===== config.mk =====
export PLATFORM = sky130hd
export DESIGN_NAME = sw_led_ctrl
export DESIGN_NICKNAME = d
export VERILOG_FILES = /design/src/rtl/sw_led_ctrl.sv
export SDC_FILE = /design/constraint.sdc
export NUM_CORES = 1
export LEC_CHECK = 0
export CORE_MARGIN = 1
export CORE_UTILIZATION = 55
export CTS_BUF_LIST = sky130_fd_sc_hd__clkbuf_8
export CTS_CLUSTER_DIAMETER = 200
export CTS_CLUSTER_SIZE = 8
export DETAILED_ROUTE_END_ITERATION = 10
export GPL_TIMING_DRIVEN = 1
export HOLD_SLACK_MARGIN = 0.05
export PLACE_DENSITY = 0.83
export REMOVE_ABC_BUFFERS = 1
export SYNTH_ARGS = -nofsm -noshare
export SYNTH_HDL_FRONTEND = slang
export SYNTH_SLANG_ARGS = --single-unit

===== constraint.sdc =====
create_clock -name clk -period 9.6 [get_ports clk]
set_input_delay 1.44 -clock clk [delete_from_list [all_inputs] [get_ports clk]]
set_output_delay 1.44 -clock clk [all_outputs]
set_load 0.01 [all_outputs]

===== src/rtl/sw_led_ctrl.sv =====
// Switch-to-LED controller: synchronises and debounces WIDTH slide switches,
// detects debounced rising edges and drives WIDTH LEDs in one of four
// patterns (passthrough, toggle-latch, blink, chase) selected by mode.
module sw_led_ctrl #(
  parameter int WIDTH     = 8,
  parameter int DEB_CNT   = 1000000,
  parameter int BLINK_DIV = 25000000
) (
  input  logic             clk,
  input  logic             rst,
  input  logic [WIDTH-1:0] sw,
  input  logic [1:0]       mode,
  output logic [WIDTH-1:0] ld,
  output logic [WIDTH-1:0] sw_db,
  output logic [WIDTH-1:0] sw_rise
);

  localparam int DW = $clog2(DEB_CNT);
  localparam int BW = $clog2(BLINK_DIV);
  localparam logic [DW-1:0]    DEB_LAST   = DW'(DEB_CNT - 1);
  localparam logic [BW-1:0]    BLINK_LAST = BW'(BLINK_DIV - 1);
  localparam logic [WIDTH-1:0] CHASE_INIT = WIDTH'(1);

  typedef enum logic [1:0] {
    MODE_PASS   = 2'b00,
    MODE_TOGGLE = 2'b01,
    MODE_BLINK  = 2'b10,
    MODE_CHASE  = 2'b11
  } mode_t;

  mode_t            mode_sel;
  mode_t            mode_q;
  logic [WIDTH-1:0] sync_1;
  logic [WIDTH-1:0] sync_q;
  logic [DW-1:0]    deb_cnt [WIDTH];
  logic [WIDTH-1:0] db_prev;
  logic [BW-1:0]    blink_cnt;
  logic             blink;
  logic             tick;
  logic [WIDTH-1:0] tog;
  logic [WIDTH-1:0] chase;
  logic [WIDTH-1:0] chase_rot;
  logic [WIDTH-1:0] chase_view;
  logic             enter_chase;

  assign mode_sel    = mode_t'(mode);
  assign tick        = (blink_cnt == BLINK_LAST);
  assign enter_chase = (mode_sel == MODE_CHASE) && (mode_q != MODE_CHASE);
  // Shift/OR form keeps WIDTH==1 legal: the single bit rotates onto itself.
  assign chase_rot   = (chase << 1) | (chase >> (WIDTH - 1));
  // On the entry cycle show the reloaded position, not the stale register.
  assign chase_view  = enter_chase ? CHASE_INIT : chase;

  // Two-flop synchroniser for the asynchronous switch pins
  always_ff @(posedge clk or posedge rst) begin
    if (rst) begin
      sync_1 <= '0;
      sync_q <= '0;
    end else begin
      sync_1 <= sw;
      sync_q <= sync_1;
    end
  end

  // Per-bit debounce: accept a new level only after DEB_CNT mismatching cycles
  always_ff @(posedge clk or posedge rst) begin
    if (rst) begin
      for (int unsigned i = 0; i < WIDTH; i++) deb_cnt[i] <= '0;
      sw_db <= '0;
    end else begin
      for (int unsigned i = 0; i < WIDTH; i++) begin
        if (sync_q[i] == sw_db[i]) begin
          deb_cnt[i] <= '0;
        end else if (deb_cnt[i] == DEB_LAST) begin
          sw_db[i]   <= sync_q[i];
          deb_cnt[i] <= '0;
        end else begin
          deb_cnt[i] <= deb_cnt[i] + DW'(1);
        end
      end
    end
  end

  // Registered 0->1 edge detect on the debounced levels
  always_ff @(posedge clk or posedge rst) begin
    if (rst) begin
      db_prev <= '0;
      sw_rise <= '0;
    end else begin
      db_prev <= sw_db;
      sw_rise <= sw_db & ~db_prev;
    end
  end

  // Free-running blink divider and blink phase flag
  always_ff @(posedge clk or posedge rst) begin
    if (rst) begin
      blink_cnt <= '0;
      blink     <= 1'b0;
    end else begin
      blink_cnt <= tick ? '0 : blink_cnt + BW'(1);
      blink     <= blink ^ tick;
    end
  end

  // Toggle latch flips on every debounced press, independent of mode
  always_ff @(posedge clk or posedge rst) begin
    if (rst) tog <= '0;
    else     tog <= tog ^ sw_rise;
  end

  // Chase position: reload on entry to chase mode, otherwise rotate on tick
  always_ff @(posedge clk or posedge rst) begin
    if (rst) begin
      chase  <= CHASE_INIT;
      mode_q <= MODE_PASS;
    end else begin
      mode_q <= mode_sel;
      if (enter_chase) chase <= CHASE_INIT;
      else if (tick)   chase <= chase_rot;
    end
  end

  // LED output register, pattern selected by mode
  always_ff @(posedge clk or posedge rst) begin
    if (rst) begin
      ld <= '0;
    end else begin
      case (mode_sel)
        MODE_PASS:   ld <= sw_db;
        MODE_TOGGLE: ld <= tog;
        MODE_BLINK:  ld <= sw_db & {WIDTH{blink}};
        MODE_CHASE:  ld <= chase_view & sw_db;
        default:     ld <= '0;
      endcase
    end
  end

endmodule


==> Implementation_results.wiki, run 1 <==
{| class="wikitable"
! Metric !! Value
|-
| Result of the run || finished clean
|-
| Min Tclk post-route || 3.095 ns
|-
| Die W || 144.9 µm
|-
| Post-DR wirelength/cell || ~14 µm
|-
| Total wirelength of the detailed-routed design || 19810 µm
|-
| Origin of the worst setup path || sw_db[5]
|-
| Yosys reg bits || 252
|-
| Depth of the worst register-to-register path || 6
|-
| Relative slew slack || 0.2447
|-
| WHS Path Cells || 0
|-
| Number of DRC violations after detailed routing || 0
|-
| Portion of total power attributed to sequential cells || 0.569
|-
| Site Rows || 51
|-
| Largest clock skew in the final design || roughly 0.020 ns
|-
| Length of the first detailed-routing pass in iterations || 4
|-
| Max Fclk || between 0.3 and 0.4 GHz
|-
| Sw Share || 0.2246
|-
| Critical Path Source Type || flip-flop
|-
| Detailed Route Iter0 Violations || 368
|-
| Comb pwr share || 0.030
|-
| Area growth, synth to finish || 10.54%
|-
| CTS buffer count || 37
|-
| Routed metal-1 wirelength || 9105 µm
|-
| CTS tree || done
|-
| Switching pwr || 0.4289 mW
|-
| Worst hold margin || 0.3475 ns
|-
| Number of buffers on the longest clock path || 3
|-
| Overall global routing resource usage || 0.2051
|-
| Mapped Cells || 1048
|-
| Number of hold buffers added after CTS || 0
|-
| Area of the core region || 0.01972 mm²
|-
| Post-layout nets || ~1100
|-
| Count of unique library cells instantiated by Yosys || 53
|-
| Syn Area/Cell || 10.72 µm²
|-
| Initial core utilization || 0.5695
|-
| Most frequent cell after synthesis || dfrtp_1
|-
| Number of antenna cells inserted || 0
|-
| DR vias/cell || 5.397
|-
| Maximum Capacitance Violations || 0
|-
| Place WS || approximately 6.0 ns
|-
| Period Utilization, post-route || 0.3223
|-
| Data required time at the worst endpoint || 8.16 ns
|-
| Met3 routed wirelength || 752 µm
|-
| Most frequently used flop master after synthesis || dfrtp_1
|-
| Total negative slack || 0 ns
|-
| Hold Crit Class || flip-flop to flip-flop
|-
| Post-detailed-route count of antenna-violating nets || 0
|-
| Resize count post-CTS || 0
|-
| Die area || 0.02099 mm²
|-
| Final hold viol count || 0
|-
| Worst hold path startpoint || sync_1[1]
|-
| Buffer and inverter count on the worst path || 1
|-
| Total of buffers placed on input and output ports || 35
|-
| Number of cells on the critical path || 1
|-
| Area of the mapped netlist || roughly 0.011 mm²
|-
| Share of synthesized registers carrying an async set or reset || 1.000
|-
| PwrDens || about 150 mW/mm²
|-
| Area share of the leading cell type in the synthesized netlist || 0.5593
|-
| Via Count || 7432
|-
| Number of enable-type register cells in the synthesized netlist || 0
|-
| Cell with the biggest individual delay on the critical path || clkdlybuf4s50_1
|-
| Number of global-route vias before repair || 7479
|-
| Post-CTS setup buffers || 0
|-
| Type of element capturing the critical path || primary output
|-
| Final setup violation count || 0
|-
| Filler Cells Inserted || 1542
|-
| Max Transition Viols Final || 0
|-
| Top fanout value on the critical path || 6
|-
| Routability Congestion || just over 0.8
|-
| Unrepaired setup endpoints after global routing || no
|-
| Final worst setup slack || between 6 and 7 ns
|-
| Total number of clock tree sinks || about 250
|-
| Global route overflow || 0
|-
| Biggest area contributors in the synthesized netlist || dfrtp_1, xor2_1, nor2_1, xnor2_1, nand3_1
|-
| Crit path cell chain || clkdlybuf4s50_1
|-
| # H-tree levels || 2
|-
| Initial antenna violation count || 0
|-
| Top Family by Delay on Critical Path || buffers and inverters
|-
| Cell accounting for the most synthesized area || dfrtp_1
|-
| Critical path type || flip-flop to primary output
|-
| Data arrival, critical path || 1.65 ns
|-
| Proportion of layout cells with a drive suffix above 1 || 0.06655
|-
| Global-route wire length before repair || 34360 µm
|-
| Floorplan die height || 144.9 µm
|-
| Clock slew at the register clock pins of the worst setup and hold paths || 0.06 ns
|-
| Number of placed I/O pins || 36
|-
| Launch point of the worst reg-to-reg path || deb_cnt[60]
|-
| Leakage power figure || 5.606 nW
|-
| Largest net degree at the start of global routing || 100
|-
| Internal power || 1.481 mW
|-
| Sum of internal, switching and leakage power || 1.910 mW
|-
| Uppermost layer routed || met4
|-
| Part of the power in the clock network || 0.402
|-
| Clock latency reported for the late side of the worst-skew pair || 0.54 ns
|-
| HPWL Detailed || between 10000 and 15000 µm
|-
| Yosys warning total || 0
|-
| Clock Tree Root || clkbuf_8
|-
| Maximum cell stage delay along the critical path || 0.64 ns
|-
| Max IR drop VDD || 0.1330 mV
|-
| Sequential share of the synthesized area || 0.5617
|-
| Transition at the pin with the smallest max-transition slack || between 1 and 1.5 ns
|-
| Met2 Wirelength || 9400 µm
|-
| Top cell types by occurrence after synthesis || dfrtp_1, nor2_1, xor2_1
|}
## state kept, by name, indices dropped and copies added (netlist names)
name / count
deb_cnt: 160
blink_cnt: 25
chase: 8
db_prev: 8
ld: 8
sw_db: 8
sw_rise: 8
sync_1: 8
sync_q: 8
tog: 8
mode_q: 2
blink: 1
## area by class of cell
cell class,instances,area (µm²),share of cell area
clock buffer,39,536.8,0.04324
multi-input combinational,755,4722,0.3804
sequential,252,6307,0.5081
clock inverter,8,60.06,0.004838
timing repair buffer,38,372.9,0.03004
inverter,20,82.58,0.006653
tap,265,331.6,0.02671
## stage by stage
stage	instance area, µm²	utilization	cells
floorplan	11100	-	1027
global placement	11820	0.5993	1330
detailed placement	11820	0.5993	1330
CTS	12410	0.6295	1377
global route	12410	0.6295	1377
finish	12410	0.6295	1377
## final timing paths
path                                end  slack, ns
max                            sw_db[5]       6.51
min                           sync_q[1]       0.35
max reg2reg                 deb_cnt[74]       7.15
min reg2reg                   sync_q[1]       0.35
max in group asynchronous        tog[6]       6.68
min in group asynchronous  deb_cnt[150]       1.40
## power groups by stage
| stage | Sequential (mW) | Combinational, mW | Clock, mW |
|---|---|---|---|
| after floorplan | 1.10 | 0.0400 | 0 |
| after global placement | 1.10 | 0.0569 | 0 |
| after detailed placement | 1.11 | 0.0586 | 0 |
| after CTS | 1.09 | 0.0587 | 0.789 |
| after global routing | 1.09 | 0.0666 | 0.834 |
| final | 1.09 | 0.0566 | 0.767 |
## cells in the final DEF, fill, tap and decap left out, types with 2 or more instances in the layout
cell / n
xnor2_1: 57
nor2_1: 201
o21ai_0: 11
and3_1: 23
and4_1: 12
xor2_1: 118
nand3_1: 82
a22o_1: 7
ha_1: 9
a21oi_1: 6
nand2_1: 62
or4_1: 2
a21o_1: 6
nand4_1: 38
nor4b_1: 5
nor4_1: 16
nand3_2: 3
nor4_4: 4
dfrtp_1: 251
nor3b_1: 2
and2_1: 5
inv_1: 25
clkbuf_8: 39
clkdlybuf4s50_1: 35
nor2b_1: 12
nor4_2: 2
nand2b_1: 7
mux2i_1: 9
nor3_1: 18
or3_1: 5
or4b_1: 3
or2_2: 2
buf_4: 3
nand3b_1: 4
mux2_2: 8
## layer usage
metal,global-route usage,vias up
li1,-,3640
met1,0.2675,3640
met2,0.3358,106
met3,0.04278,46
met4,0.08255,0
met5,0,-
## cell families after synthesis
family,count (synthesis),synth area share
compound gates,34,0.01972
mux,17,0.01605
flops,252,0.5617
buf+inv,41,0.01783
simple gates,520,0.2382
fa+ha+maj,9,0.01003
xor+xnor,175,0.1365
Power figures use the tool's default switching activity.
==> run 2: changes to the inputs <==
PLACE_DENSITY = 0.85   (was 0.83)
clock period = 2.5 ns   (was 9.6 ns; I/O delays follow)
==> Implementation_results.wiki, run 2 (synthesized netlist as in run 1, its figures left out) <==
{| class="wikitable"
! Metric !! Value
|-
| Result of the run || finished clean
|-
| Die W || 144.9 µm
|-
| Post-layout nets || 1137
|-
| Via Count || 7547
|-
| Period Utilization, post-route || 0.8523
|-
| Instance area at placement || ~0.012 mm²
|-
| Critical path type || flip-flop to flip-flop
|-
| Type of element capturing the critical path || flip-flop
|-
| Area of the core region || 0.01972 mm²
|-
| Commonest cells after routing, fill and taps aside || dfrtp_1, nor2_1, xor2_1, nand3_1, nand2_1
|-
| Largest clock skew in the final design || 0.01286 ns
|-
| Number of antenna cells inserted || 0
|-
| Filler Cells Inserted || 1500
|-
| Register ranked first by flip-flop count || deb_cnt
|-
| Sequential cell area || ~0.0063 mm²
|-
| Hold Crit Class || primary input to asynchronous set/reset pin
|-
| Max Transition Viols Final || 0
|-
| Max reg flops || 160
|-
| Final Cell Area || 0.01252 mm²
|-
| Total of buffers placed on input and output ports || 35
|-
| # H-tree levels || 2
|-
| Post-detailed-route count of antenna-violating nets || 0
|-
| Initial core utilization || 0.5695
|-
| Length of the first detailed-routing pass in iterations || 5
|-
| Critical Path Source Type || flip-flop
|-
| Final setup violation count || 0
|-
| Place WS || 0.3834 ns
|-
| Routing layer with the top usage in global route || met2
|-
| CTS tree || done
|-
| Number of DRC violations after detailed routing || 0
|-
| Number of placed I/O pins || 36
|-
| Clock slew at the register clock pins of the worst setup and hold paths || approximately 0.060 ns
|-
| Post-DR wirelength/cell || between 10 and 15 µm
|-
| DR vias/cell || between 5 and 6
|-
| Proportion of layout cells with a drive suffix above 1 || 0.07569
|-
| Number of buffers on the longest clock path || 3
|-
| Max IR drop VDD || approximately 0.38 mV
|-
| Unrepaired setup endpoints after global routing || no
|-
| Largest registers || deb_cnt (160), blink_cnt (25)
|-
| Transition at the pin with the smallest max-transition slack || ~0.72 ns
|-
| Met3 usage || 0.03653
|-
| Clock latency reported for the late side of the worst-skew pair || 0.53 ns
|-
| Global route overflow || 0
|-
| Overall global routing resource usage || 0.2035
|-
| Global-route wire length before repair || 34330 µm
|-
| Data required time at the worst endpoint || 2.91 ns
|-
| HPWL Detailed || around 14000 µm
|-
| Area growth, synth to finish || 11.50%
|-
| Sum of internal, switching and leakage power || around 7.3 mW
|-
| Clock Tree Root || clkbuf_8
|-
| Initial antenna violation count || 0
|-
| Final hold viol count || 0
|-
| Min Tclk post-route || 2.131 ns
|-
| Top fanout value on the critical path || 14
|-
| Multi-input combinational cell area || 0.004722 mm²
|-
| Final worst setup slack || 0.3694 ns
|-
| Detailed Route Iter0 Violations || 381
|-
| Routability Congestion || 0.8527
|-
| Routing usage on met2 || 0.3365
|-
| Max Fclk || 0.4693 GHz
|-
| Site Rows || 51
|-
| Data arrival, critical path || 2.54 ns
|-
| Met1 global-route usage || 0.2701
|-
| Total negative slack || 0 ns
|-
| Number of global-route vias before repair || 7445
|-
| Resize count post-CTS || 0
|-
| Total wirelength of the detailed-routed design || 20150 µm
|-
| Number of hold buffers added after CTS || 0
|-
| Relative slew slack || 0.5186
|-
| Post-CTS setup buffers || 0
|-
| Total number of clock tree sinks || 252
|-
| Largest net degree at the start of global routing || 66
|-
| Die area || 0.02099 mm²
|-
| Floorplan die height || 144.9 µm
|-
| PwrDens || 581.6 mW/mm²
|-
| Leakage power figure || 5.665 nW
|-
| CTS buffer count || 37
|-
| Commonest non-fill, non-tap cell in the layout || dfrtp_1
|-
| Maximum Capacitance Violations || 0
|}
run 2: cell types whose count changed in the layout (fill, tap and decap cells not counted):
cell,previous run,this run
clkinvlp_4,1,2
buf_4,3,12
buf_12,0,3
clkbuf_8,39,37
run 2: layout make-up:
class	count	area share
inverters	20	0.006595
multi-input cells	755	0.3771
clock buffers	37	0.04067
repair buffers	50	0.03997
well taps	265	0.02648
clock inverters	9	0.005396
flip-flops and latches	252	0.5037
run 2: where the power goes:
group	internal [mW]	switching [mW]
Clock	1.44	1.43
Sequential	4.13	0.0455
Combinational	0.0751	0.167
Total	5.64	1.64
run 2: worst max-delay path, cell delays in order, from the launching register on:
cell,delay [ns]
dfrtp_1,0.38
ha_1,0.23
and4_1,0.26
nand3_1,0.12
nor4_1,0.37
nand2b_1,0.31
buf_4,0.26
nor2_1,0.08
run 2: metal layers:
layer | wire length (µm) | vias to the layer above
met4 | 386 | 0
li1 | - | 3662
met1 | 9057 | 3729
met5 | 0 | -
met2 | 9911 | 115
met3 | 795 | 41
run 2: metrics by stage:
stage | instances | hold WS [ns] | utilization
2_1_floorplan | 1027 | 0.3312 | -
3_3_place_gp | 1342 | 0.3341 | 0.6057
3_5_place_dp | 1342 | 0.3355 | 0.6057
4_1_cts | 1388 | 0.2549 | 0.6350
5_1_grt | 1388 | 0.2766 | 0.6350
6_report | 1388 | 0.2683 | 0.6350
run 2: path summary, 6_finish.rpt:
| kind | from | end | slack (ns) | cells past startpoint |
|---|---|---|---|---|
| setup / recovery | deb_cnt[60] | deb_cnt[68] | 0.37 | 7 |
| hold / removal | rst | deb_cnt[159] | 0.27 | 2 |
| setup reg to reg | deb_cnt[60] | deb_cnt[68] | 0.37 | 7 |
| hold reg to reg | sync_1[2] | sync_q[2] | 0.34 | 0 |
| max in group asynchronous | rst | chase[0] | 1.53 | 3 |
| min in group clk | sw[0] | sync_1[0] | 0.28 | 1 |
